[config.mk]
export PLATFORM = sky130hd
export DESIGN_NAME = ir_decoder
export DESIGN_NICKNAME = d
export VERILOG_FILES = /design/src/rtl/ir_pkg.sv /design/src/rtl/ir_pulse_timer.sv /design/src/rtl/ir_decoder.sv
export SDC_FILE = /design/constraint.sdc
export NUM_CORES = 1
export LEC_CHECK = 0
export ABC_AREA = 0
export BUFFER_PORTS_ARGS = -buffer_cell sky130_fd_sc_hd__buf_2
export CORE_MARGIN = 1.5
export CORE_UTILIZATION = 40
export CTS_BUF_LIST = sky130_fd_sc_hd__clkbuf_4 sky130_fd_sc_hd__clkbuf_8 sky130_fd_sc_hd__clkbuf_16
export DETAILED_ROUTE_END_ITERATION = 6
export PLACE_DENSITY = 0.56
export SLEW_MARGIN = 20
export SYNTH_ARGS = -nofsm -noshare
export SYNTH_HDL_FRONTEND = slang
export SYNTH_HIERARCHICAL = 1
export SYNTH_SLANG_ARGS = --single-unit
[constraint.sdc]
create_clock -name clk -period 2.9 [get_ports clk]
set_clock_uncertainty 0.1 [all_clocks]
set_input_delay 0.29 -clock clk [delete_from_list [all_inputs] [get_ports clk]]
set_output_delay 0.29 -clock clk [all_outputs]
set_load 0.05 [all_outputs]
[src/rtl/ir_pkg.sv]
// Shared definitions for the NEC-style IR receive path: decoder states, tick
// windows (10 us ticks) and the nominal timings that ir_encoder transmits.
package ir_pkg;

    typedef enum logic [2:0] {
        S_IDLE,
        S_LEAD_MARK,
        S_LEAD_SPACE,
        S_BIT_MARK,
        S_BIT_SPACE,
        S_STOP_MARK,
        S_RPT_MARK
    } ir_state_e;

    localparam int WIDTH_BITS    = 11;
    localparam int FRAME_BITS    = 32;
    localparam int TIMEOUT_TICKS = 1100;
    localparam int SYNC_STAGES   = 2;

    localparam int NOM_LEAD_MARK  = 900;
    localparam int NOM_LEAD_SPACE = 450;
    localparam int NOM_RPT_SPACE  = 225;
    localparam int NOM_BIT_MARK   = 56;
    localparam int NOM_ZERO_SPACE = 56;
    localparam int NOM_ONE_SPACE  = 169;

    // Acceptance windows are inclusive and tolerate roughly +/-20 % timing error.
    localparam int LEAD_MARK_MIN  = 700;
    localparam int LEAD_MARK_MAX  = 1100;
    localparam int LEAD_SPACE_MIN = 350;
    localparam int LEAD_SPACE_MAX = 550;
    localparam int RPT_SPACE_MIN  = 180;
    localparam int RPT_SPACE_MAX  = 280;
    localparam int BIT_MARK_MIN   = 40;
    localparam int BIT_MARK_MAX   = 75;
    localparam int ZERO_SPACE_MIN = 40;
    localparam int ZERO_SPACE_MAX = 75;
    localparam int ONE_SPACE_MIN  = 130;
    localparam int ONE_SPACE_MAX  = 210;

    function automatic logic in_window(input logic [WIDTH_BITS-1:0] w,
                                       input int lo, input int hi);
        return (int'(w) >= lo) && (int'(w) <= hi);
    endfunction

endpackage

[src/rtl/ir_pulse_timer.sv]
// Synchronizes the IR envelope, flags mark-start/mark-end edges and measures
// the time since the previous edge in saturating 10 us ticks.
module ir_pulse_timer
    import ir_pkg::*;
#(
    parameter int CLK_DIV    = 250,
    parameter bit MARK_LEVEL = 1'b1
) (
    input  logic                  clk,
    input  logic                  rst,
    input  logic                  ir_input,
    output logic                  mark_start,
    output logic                  mark_end,
    output logic [WIDTH_BITS-1:0] width
);
    localparam int              PW          = (CLK_DIV > 1) ? $clog2(CLK_DIV) : 1;
    localparam logic [PW-1:0]   PRESC_LAST  = PW'(CLK_DIV - 1);
    localparam logic            SPACE_LEVEL = !MARK_LEVEL;

    logic [SYNC_STAGES-1:0] sync_q;
    logic [SYNC_STAGES-1:0] fill_q;
    logic                   level_q;
    logic                   armed_q;
    logic                   mark_now;
    logic                   level_changed;
    logic [PW-1:0]          presc_q, presc_d;
    logic [WIDTH_BITS-1:0]  width_q, width_d;

    assign mark_now      = (sync_q[SYNC_STAGES-1] == MARK_LEVEL);
    assign level_changed = (sync_q[SYNC_STAGES-1] != level_q);
    // A mark already on the line at reset release is not a leader: starts are
    // only honoured once a real space sample has passed the synchronizer.
    assign mark_start    = level_changed && mark_now && armed_q;
    assign mark_end      = level_changed && !mark_now;
    assign width         = width_q;

    always_comb begin
        presc_d = presc_q;
        width_d = width_q;
        if (level_changed) begin
            presc_d = '0;
            width_d = '0;
        end else if (presc_q == PRESC_LAST) begin
            presc_d = '0;
            if (width_q != {WIDTH_BITS{1'b1}}) begin
                width_d = width_q + WIDTH_BITS'(1);
            end
        end else begin
            presc_d = presc_q + PW'(1);
        end
    end

    always_ff @(posedge clk or negedge rst) begin
        if (!rst) begin
            sync_q  <= {SYNC_STAGES{SPACE_LEVEL}};
            fill_q  <= '0;
            level_q <= SPACE_LEVEL;
            armed_q <= 1'b0;
            presc_q <= '0;
            width_q <= '0;
        end else begin
            sync_q  <= {sync_q[SYNC_STAGES-2:0], ir_input};
            fill_q  <= {fill_q[SYNC_STAGES-2:0], 1'b1};
            level_q <= sync_q[SYNC_STAGES-1];
            if (fill_q[SYNC_STAGES-1] && !mark_now) begin
                armed_q <= 1'b1;
            end
            presc_q <= presc_d;
            width_q <= width_d;
        end
    end

endmodule

[src/rtl/ir_decoder.sv]
// NEC-style IR frame decoder: validates mark/space widths, assembles 32 data
// bits LSB-first and hands each frame out through a valid/ready handshake.
module ir_decoder
    import ir_pkg::*;
#(
    parameter int CLK_DIV    = 250,
    parameter bit MARK_LEVEL = 1'b1
) (
    input  logic                  clk,
    input  logic                  rst,
    input  logic                  ir_input,
    output logic [FRAME_BITS-1:0] cmd,
    output logic                  valid,
    input  logic                  ready,
    output logic                  repeat_det,
    output logic                  err,
    output logic                  overrun
);
    logic                  mark_start, mark_end;
    logic [WIDTH_BITS-1:0] width;

    ir_state_e             state_q, state_d;
    logic [4:0]            bit_cnt_q, bit_cnt_d;
    logic [FRAME_BITS-1:0] shift_q, shift_d;
    logic [FRAME_BITS-1:0] cmd_q, cmd_d;
    logic                  valid_q, valid_d;
    logic                  rep_q, rep_d;
    logic                  err_q, err_d;
    logic                  ovr_q, ovr_d;
    logic                  frame_done;
    logic                  fail;
    logic                  mark_ok, zero_ok, one_ok;

    ir_pulse_timer #(
        .CLK_DIV    (CLK_DIV),
        .MARK_LEVEL (MARK_LEVEL)
    ) u_timer (
        .clk        (clk),
        .rst        (rst),
        .ir_input   (ir_input),
        .mark_start (mark_start),
        .mark_end   (mark_end),
        .width      (width)
    );

    assign mark_ok = in_window(width, BIT_MARK_MIN, BIT_MARK_MAX);
    assign zero_ok = in_window(width, ZERO_SPACE_MIN, ZERO_SPACE_MAX);
    assign one_ok  = in_window(width, ONE_SPACE_MIN, ONE_SPACE_MAX);

    always_comb begin
        state_d    = state_q;
        bit_cnt_d  = bit_cnt_q;
        shift_d    = shift_q;
        frame_done = 1'b0;
        fail       = 1'b0;
        rep_d      = 1'b0;
        unique case (state_q)
            S_IDLE: if (mark_start) state_d = S_LEAD_MARK;
            S_LEAD_MARK: if (mark_end) begin
                if (in_window(width, LEAD_MARK_MIN, LEAD_MARK_MAX)) state_d = S_LEAD_SPACE;
                else fail = 1'b1;
            end
            S_LEAD_SPACE: if (mark_start) begin
                if (in_window(width, LEAD_SPACE_MIN, LEAD_SPACE_MAX)) begin
                    state_d   = S_BIT_MARK;
                    bit_cnt_d = '0;
                end else if (in_window(width, RPT_SPACE_MIN, RPT_SPACE_MAX)) begin
                    state_d = S_RPT_MARK;
                end else begin
                    fail = 1'b1;
                end
            end
            S_BIT_MARK: if (mark_end) begin
                if (mark_ok) state_d = S_BIT_SPACE;
                else fail = 1'b1;
            end
            S_BIT_SPACE: if (mark_start) begin
                if (zero_ok || one_ok) begin
                    // Shift in at the top so the first bit lands in cmd[0].
                    shift_d = {one_ok, shift_q[FRAME_BITS-1:1]};
                    if (bit_cnt_q == 5'(FRAME_BITS - 1)) begin
                        state_d = S_STOP_MARK;
                    end else begin
                        bit_cnt_d = bit_cnt_q + 5'd1;
                        state_d   = S_BIT_MARK;
                    end
                end else begin
                    fail = 1'b1;
                end
            end
            S_STOP_MARK: if (mark_end) begin
                if (mark_ok) begin
                    frame_done = 1'b1;
                    state_d    = S_IDLE;
                end else begin
                    fail = 1'b1;
                end
            end
            S_RPT_MARK: if (mark_end) begin
                if (mark_ok) begin
                    rep_d   = 1'b1;
                    state_d = S_IDLE;
                end else begin
                    fail = 1'b1;
                end
            end
            default: state_d = S_IDLE;
        endcase
        if (state_q != S_IDLE && !mark_start && !mark_end && int'(width) > TIMEOUT_TICKS) begin
            fail = 1'b1;
        end
        if (fail) state_d = S_IDLE;
        err_d = fail;
    end

    always_comb begin
        cmd_d   = cmd_q;
        valid_d = valid_q;
        ovr_d   = 1'b0;
        if (frame_done) begin
            if (!valid_q || ready) begin
                cmd_d   = shift_q;
                valid_d = 1'b1;
            end else begin
                ovr_d = 1'b1;
            end
        end else if (valid_q && ready) begin
            valid_d = 1'b0;
        end
    end

    always_ff @(posedge clk or negedge rst) begin
        if (!rst) begin
            state_q   <= S_IDLE;
            bit_cnt_q <= '0;
            shift_q   <= '0;
            cmd_q     <= '0;
            valid_q   <= 1'b0;
            rep_q     <= 1'b0;
            err_q     <= 1'b0;
            ovr_q     <= 1'b0;
        end else begin
            state_q   <= state_d;
            bit_cnt_q <= bit_cnt_d;
            shift_q   <= shift_d;
            cmd_q     <= cmd_d;
            valid_q   <= valid_d;
            rep_q     <= rep_d;
            err_q     <= err_d;
            ovr_q     <= ovr_d;
        end
    end

    assign cmd        = cmd_q;
    assign valid      = valid_q;
    assign repeat_det = rep_q;
    assign err        = err_q;
    assign overrun    = ovr_q;

endmodule

==> flow_metrics.env, run 1 <==
export IMPL_cts_max_path_buffers=2
export IMPL_synth_area_leader_cell="dfrtp_1"
export IMPL_cts_sinks=101
export IMPL_synthTopCellsByArea="dfrtp_1 (54%), mux2_2 (15%), nor2_1 (2.0%)"
export IMPL_min_path_cells=3
export IMPL_hold_class="in2reg"
export IMPL_power_switching_uw=629
export IMPL_setup_violations=0
export IMPL_yosysMostFrequentCell="dfrtp_1"
export IMPL_clk_latency_ns=0.33
export IMPL_die_area_um2=12300
export IMPL_slew_violations=0
export IMPL_worstSetupEndpointType="register"
export IMPL_fillers=1058
export IMPL_initial_utilization_pct=40.9
export IMPL_register_area_um2=2530
export IMPL_rsz0062_at_grt="no"
export IMPL_remaining_drc_errors=0
export IMPL_cp_arrival_ns=2.59
export IMPL_timing_hold_ws_ns=0.180
export IMPL_die_w_um=111
export IMPL_root_buffer="clkbuf_16"
export IMPL_diodes=0
export IMPL_p_sw_share_pct=22.5
export IMPL_area_delta_synth_final_pct=14.6
export IMPL_synth_ff_type="dfrtp_1"
export IMPL_period_needed_ns=2.43
export IMPL_reg2reg_depth=6
export IMPL_power_leakage_nw=2.56
export IMPL_clk_pin_slew_ns=0.07
export IMPL_slew_limit_headroom_pct=61.9
export IMPL_ys_types=65
export IMPL_grt_pass1_wl_mm=14.8
export IMPL_placementRows=39
export IMPL_nets=435
export IMPL_viasPerCell=5.40
export IMPL_max_slew_worst_pin_slew_ns=0.571
export IMPL_synth_seq_cells=101
export IMPL_power_density_nw_per_um2=526
export IMPL_wl_mm=8.38
export IMPL_grt_pass1_vias=3035
export IMPL_synth_top_area_share_pct=54.4
export IMPL_synth_common_cells="dfrtp_1 (101), mux2_2 (63), nor2_1 (25)"
export IMPL_ant_nets=0
export IMPL_synthArstFlopShare_pct=100
export IMPL_crit_path_start_kind="register"
export IMPL_cp_max_fo=16
export IMPL_netlist_instances=385
export IMPL_die_y_um=111
export IMPL_period_share_pct=83.7
export IMPL_syn_nets=396
export IMPL_pin_count=40
export IMPL_hold_violations=0
export IMPL_hpwl_mm=5.70
export IMPL_max_vdd_ir_drop_mv=0.413
export IMPL_p_seq_share_pct=52.0
export IMPL_maxCapViolCount=0
export IMPL_overflow=0
export IMPL_critical_path_required_ns=3.06
export IMPL_cts_tree="yes"
export IMPL_final_cell_area_um2=5330
export IMPL_drive_above_1_share_pct=31.0
export IMPL_finalPower_mw=2.80
export IMPL_multi_input_comb_area_um2=1990
export IMPL_wl_per_cell_um=14.6
export IMPL_synth_edff_count=0
export IMPL_cts_htree_levels=3
export IMPL_yosysSeqAreaShare_pct=54.4
export IMPL_cts_buffers=9
export IMPL_fmax_mhz=412
export IMPL_grt_max_degree=61
export IMPL_io_buffer_count=39
export IMPL_vias=3087
export IMPL_setup_worst_path_class="reg2reg"
export IMPL_yosysWarnings=6
export IMPL_grt_use_total_pct=14.9
export IMPL_outcome="complete, no violations"
export IMPL_core_area_um2=11400
export IMPL_tns_ns=0
export IMPL_clock_power_share_pct=42.6
export IMPL_cts_setup_buffers=0
export IMPL_syn_cell_area_um2=4650
export IMPL_dr_pass1_iters=4
export IMPL_intPower_mw=2.17
export IMPL_antenna_found_initial=0
export IMPL_first_iter_violations=139
export IMPL_dpl_instance_area_um2=5010
export IMPL_combPwrFrac_pct=5.3
export IMPL_place_gp_congestion=0.822
export IMPL_synth_avg_cell_area_um2=12.1
==> placed cells by master (no fill, tap or decap), drive strengths merged, types with 7 or more instances in the layout <==
cell type  synthesis  layout
a21oi             10      10
buf               12      43
clkbuf             5      11
dfrtp            101     101
ha                 7       7
inv               10      10
mux2              64      64
nand2             25      25
nand3             12      12
nor2              25      25
o21ai             14      14
==> worst paths after layout <==
check / start / to / slack (ns)
hold / removal: ready / overrun / 0.18
setup reg to reg: u_timer/width[3] / state_q[0] / 0.47
setup / recovery: u_timer/width[3] / state_q[0] / 0.47
hold reg to reg: u_timer/fill_q[0] / u_timer/fill_q[1] / 0.25
max in group asynchronous: rst / u_timer/width[8] / 1.60
min in group asynchronous: rst / bit_cnt_q[1] / 0.39
==> power by group through the flow <==
stage	logic, mW	clock network, mW	registers, mW
4_1_cts	0.153	1.24	1.46
5_1_grt	0.175	1.29	1.46
2_1_floorplan	0.102	0	1.47
3_3_place_gp	0.148	0	1.48
6_report	0.150	1.19	1.46
3_5_place_dp	0.150	0	1.48
==> critical path: stages (launching register included) <==
cell	delay, ns
dfrtp_1	0.56
a211oi_2	0.31
a22oi_2	0.16
nor4b_4	0.34
o21ai_0	0.22
or4b_1	0.54
a21oi_1	0.13
==> stage by stage <==
stage                     utilization, %  setup slack, ns  instances
after floorplan                        -            0.616        385
after global placement              44.0            0.531        554
after detailed placement            44.0            0.518        554
after CTS                           46.9            0.492        572
after global routing                46.9            0.344        572
final                               46.9            0.471        572
==> routing by layer <==
metal | global-route usage (%) | vias to the layer above | wire (um)
met5 | 0 | - | 0
li1 | - | 1491 | -
met2 | 22.6 | 57 | 3950
met4 | 5.56 | 0 | 59
met1 | 20.5 | 1535 | 4060
met3 | 3.99 | 4 | 311
==> cell type report <==
cell class | instances | area share (%)
Clock buffer | 11 | 4.51
Timing Repair Buffer | 45 | 5.35
Inverter | 11 | 0.775
Clock inverter | 5 | 1.15
Multi-Input combinational cell | 256 | 37.4
Tap cell | 143 | 3.36
Sequential cell | 101 | 47.4
==> flip-flops by register name (all words and copies together) (netlist names) <==
signal           flops
u_timer/presc_q      8
u_timer/width       11
shift_q             32
overrun              1
u_timer/fill_q       2
state_q              3
repeat_det           1
u_timer/armed_q      1
err                  1
cmd                 32
bit_cnt_q            5
valid                1
u_timer/level_q      1
u_timer/sync_q       2
==> timing repair <==
action | 4_1_cts | 5_1_grt
hold buffers | 2 | 0
gates resized for setup | 0 | 0
endpoints found under the hold margin | 42 | 0
==> kinds of logic after synthesis <==
logic type	count (synthesis)	synth area share, %
AOI/OAI and AO/OA	70	11.2
xor gates and xnor gates	7	1.32
adders and majority gates	7	1.88
buffers and inverters	28	2.72
DFF	101	54.4
muxes	66	15.9
other	1	0.0807
and+or+nand+nor	105	12.4
Note: power is estimated with default switching activity, not from simulation.
==> run 2, diff against run 1 <==
- ABC_AREA: 0 -> 1
- PLACE_DENSITY: 0.56 -> 0.58
- clock period: 2.9 -> 2.2 ns (I/O delays scaled with it)
==> run 2 against run 1 <==
Compared with the run above:
- wire length increased by 9.5%
- via count increased by 19%
- synthesized cell count increased by 50%
- largest cell class unchanged
- largest power group unchanged
- highest routed layer unchanged
==> flow_metrics.env, run 2 <==
export IMPL_reg2reg_depth=12
export IMPL_yosysSeqAreaShare_pct=50.3
export IMPL_synth_top_area_share_pct=50.3
export IMPL_synth_ff_type="dfrtp_1"
export IMPL_die_w_um=115
export IMPL_die_area_um2=13200
export IMPL_core_area_um2=12100
export IMPL_clk_pin_slew_ns=0.06
export IMPL_fmax_mhz=502
export IMPL_syn_cell_area_um2=5030
export IMPL_initial_utilization_pct=41.5
export IMPL_period_share_pct=90.6
export IMPL_worstSetupEndpoint="cmd[24]"
export IMPL_viasPerCell=4.64
export IMPL_placedCellCount=778
export IMPL_cts_max_path_buffers=2
export IMPL_path_cells="inv_1 -> nand2_2 -> nand2_1 -> nand2_1 -> nand2_2 -> nor2_4 -> nand2_4 -> nor3_4 -> nand2_4 -> buf_12 -> nand2_1 -> o21ai_2"
export IMPL_cts_sinks=101
export IMPL_slew_violations=0
export IMPL_drive_above_1_share_pct=23.4
export IMPL_cts_tree="yes"
export IMPL_tns_ns=0
export IMPL_wl_mm=9.18
export IMPL_period_needed_ns=1.99
export IMPL_max_vdd_ir_drop_mv=0.280
export IMPL_hold_class="in2reg"
export IMPL_p_sw_share_pct=27.6
export IMPL_cp_arrival_ns=2.12
export IMPL_hpwl_mm=6.46
export IMPL_route_met3_wl_um=320
export IMPL_first_iter_violations=179
export IMPL_cp_slowest_stage_delay_ns=0.48
export IMPL_slowest_stage="dfrtp_1"
export IMPL_synthArstFlopShare_pct=100
export IMPL_highest_layer="met4"
export IMPL_final_common_cell="nand2_1"
export IMPL_synth_edff_count=0
export IMPL_synthTopCellsByArea="dfrtp_1 (50%), nand2_1 (11%), o21ai_2 (7.0%)"
export IMPL_synth_common_cells="nand2_1 (144), dfrtp_1 (101), inv_1 (65)"
export IMPL_overflow=0
export IMPL_outcome="complete, no violations"
export IMPL_final_cell_mix="nand2_1 (144), dfrtp_1 (101), inv_1 (65)"
export IMPL_clock_power_share_pct=36.3
export IMPL_netlist_instances=576
export IMPL_setup_violations=0
export IMPL_wl_met1_mm=4.61
export IMPL_remaining_drc_errors=0
export IMPL_synth_seq_cells=101
export IMPL_grt_pass1_vias=3447
export IMPL_stdcell_count=793
export IMPL_timing_hold_ws_ns=0.174
export IMPL_ys_types=37
export IMPL_synth_avg_cell_area_um2=8.73
export IMPL_vias=3682
export IMPL_grt_pass1_wl_mm=15.9
export IMPL_cts_setup_buffers=0
export IMPL_intPower_mw=2.87
export IMPL_crit_path_frequent_cell="nand2_1"
export IMPL_clk_latency_ns=0.34
export IMPL_finalPower_mw=3.97
export IMPL_p_seq_share_pct=50.4
export IMPL_critPathLaunch="u_timer/width[3]"
export IMPL_setup_worst_path_class="reg2reg"
export IMPL_combPwrFrac_pct=13.3
export IMPL_worstSetupEndpointType="register"
export IMPL_place_gp_congestion=0.904
export IMPL_synth_area_leader_cell="dfrtp_1"
export IMPL_io_buffer_count=39
export IMPL_wl_per_cell_um=11.6
export IMPL_crit_path_start_kind="register"
export IMPL_yosysWarnings=6
export IMPL_cts_htree_levels=3
export IMPL_cp_max_fo=64
export IMPL_grt_use_total_pct=15.1
export IMPL_rr_startpoint="u_timer/width[3]"
export IMPL_yosysMostFrequentCell="nand2_1"
export IMPL_critical_path_required_ns=2.32
export IMPL_cts_buffers=9
export IMPL_power_leakage_nw=2.70
export IMPL_placementRows=40
export IMPL_diodes=0
export IMPL_die_y_um=115
export IMPL_power_switching_mw=1.10
export IMPL_syn_nets=587
export IMPL_reg2reg_to="cmd[24]"
export IMPL_antenna_found_initial=0
export IMPL_hold_violations=0
export IMPL_rsz0062_at_grt="no"
export IMPL_maxCapViolCount=0
export IMPL_nets=634
export IMPL_grt_max_degree=65
export IMPL_wl_met2_mm=4.07
export IMPL_root_buffer="clkbuf_16"
export IMPL_ant_nets=0
export IMPL_pin_count=40
export IMPL_dr_pass1_iters=4
export IMPL_power_density_nw_per_um2=694
export IMPL_area_delta_synth_final_pct=13.7
export IMPL_r2r_slack_ns=0.21
[run 2: metal layers]
metal / track usage, % / vias up
met1: 20.9 / 1689
met3: 3.11 / 13
li1: - / 1931
met5: 0 / -
met4: 6.67 / 0
met2: 23.0 / 49
[run 2: cells by family (layout without fill, tap and decap cells)]
kind of cell / after synthesis / in the layout / share of synthesized area, %
AND/OR/NAND/NOR: 274 / 274 / 25.4
AO/OA/AOI/OAI: 99 / 99 / 13.3
buffers and inverters: 86 / 135 / 7.84
adder cells (fa/ha/maj): 7 / 7 / 1.74
other: 1 / 1 / 0.0746
XOR/XNOR: 8 / 8 / 1.39
flip-flops: 101 / 101 / 50.3
[run 2: power by group through the flow]
stage | Sequential [mW] | Combinational, mW | Clock [mW]
6_report | 2.00 | 0.528 | 1.44
3_3_place_gp | 2.03 | 0.512 | 0
2_1_floorplan | 2.02 | 0.412 | 0
5_1_grt | 2.01 | 0.606 | 1.55
4_1_cts | 2.00 | 0.523 | 1.49
3_5_place_dp | 2.03 | 0.520 | 0
[run 2: layout make-up]
type / count / area [um^2]
Sequential cell: 101 / 2530
Inverter: 71 / 267
Tap cell: 168 / 210
Clock inverter: 3 / 25.0
Timing Repair Buffer: 51 / 330
Multi-Input combinational cell: 389 / 2120
Clock buffer: 10 / 239
Fill cell: 1204 / 6400
[run 2: timing repair]
action,CTS,global route
hold buffers,2,0
endpoints found under the hold margin,23,0
setup endpoints to repair,0,1
gates resized for setup,0,2
[run 2: worst min path at each step]
stage | slack, ns | start | end | cells after the start
6_report | 0.17 | ready | overrun | 4
5_1_grt | 0.20 | ready | overrun | 4
4_1_cts | 0.17 | ready | overrun | 4
3_5_place_dp | 0.02 | rst | bit_cnt_q[0] | 1
3_3_place_gp | 0.02 | rst | bit_cnt_q[0] | 1
2_1_floorplan | -0.18 | rst | bit_cnt_q[0] | 0
[run 2: worst max-delay path, delay by kind of cell (launching register included)]
kind | cells | cell delay (ns)
AOI/OAI and AO/OA | 1 | 0.05
buffers and inverters | 2 | 0.30
DFF | 1 | 0.48
and+or+nand+nor | 9 | 0.89
[run 2: metrics by stage]
| step | worst slack, ns | cell area [um^2] | util, % |
|---|---|---|---|
| after CTS | 0.173 | 5700 | 47.1 |
| final | 0.206 | 5720 | 47.2 |
| after global routing | 0.0302 | 5720 | 47.2 |
| after global placement | 0.251 | 5420 | 44.7 |
| after floorplan | 0.410 | 5030 | - |
| after detailed placement | 0.191 | 5420 | 44.7 |
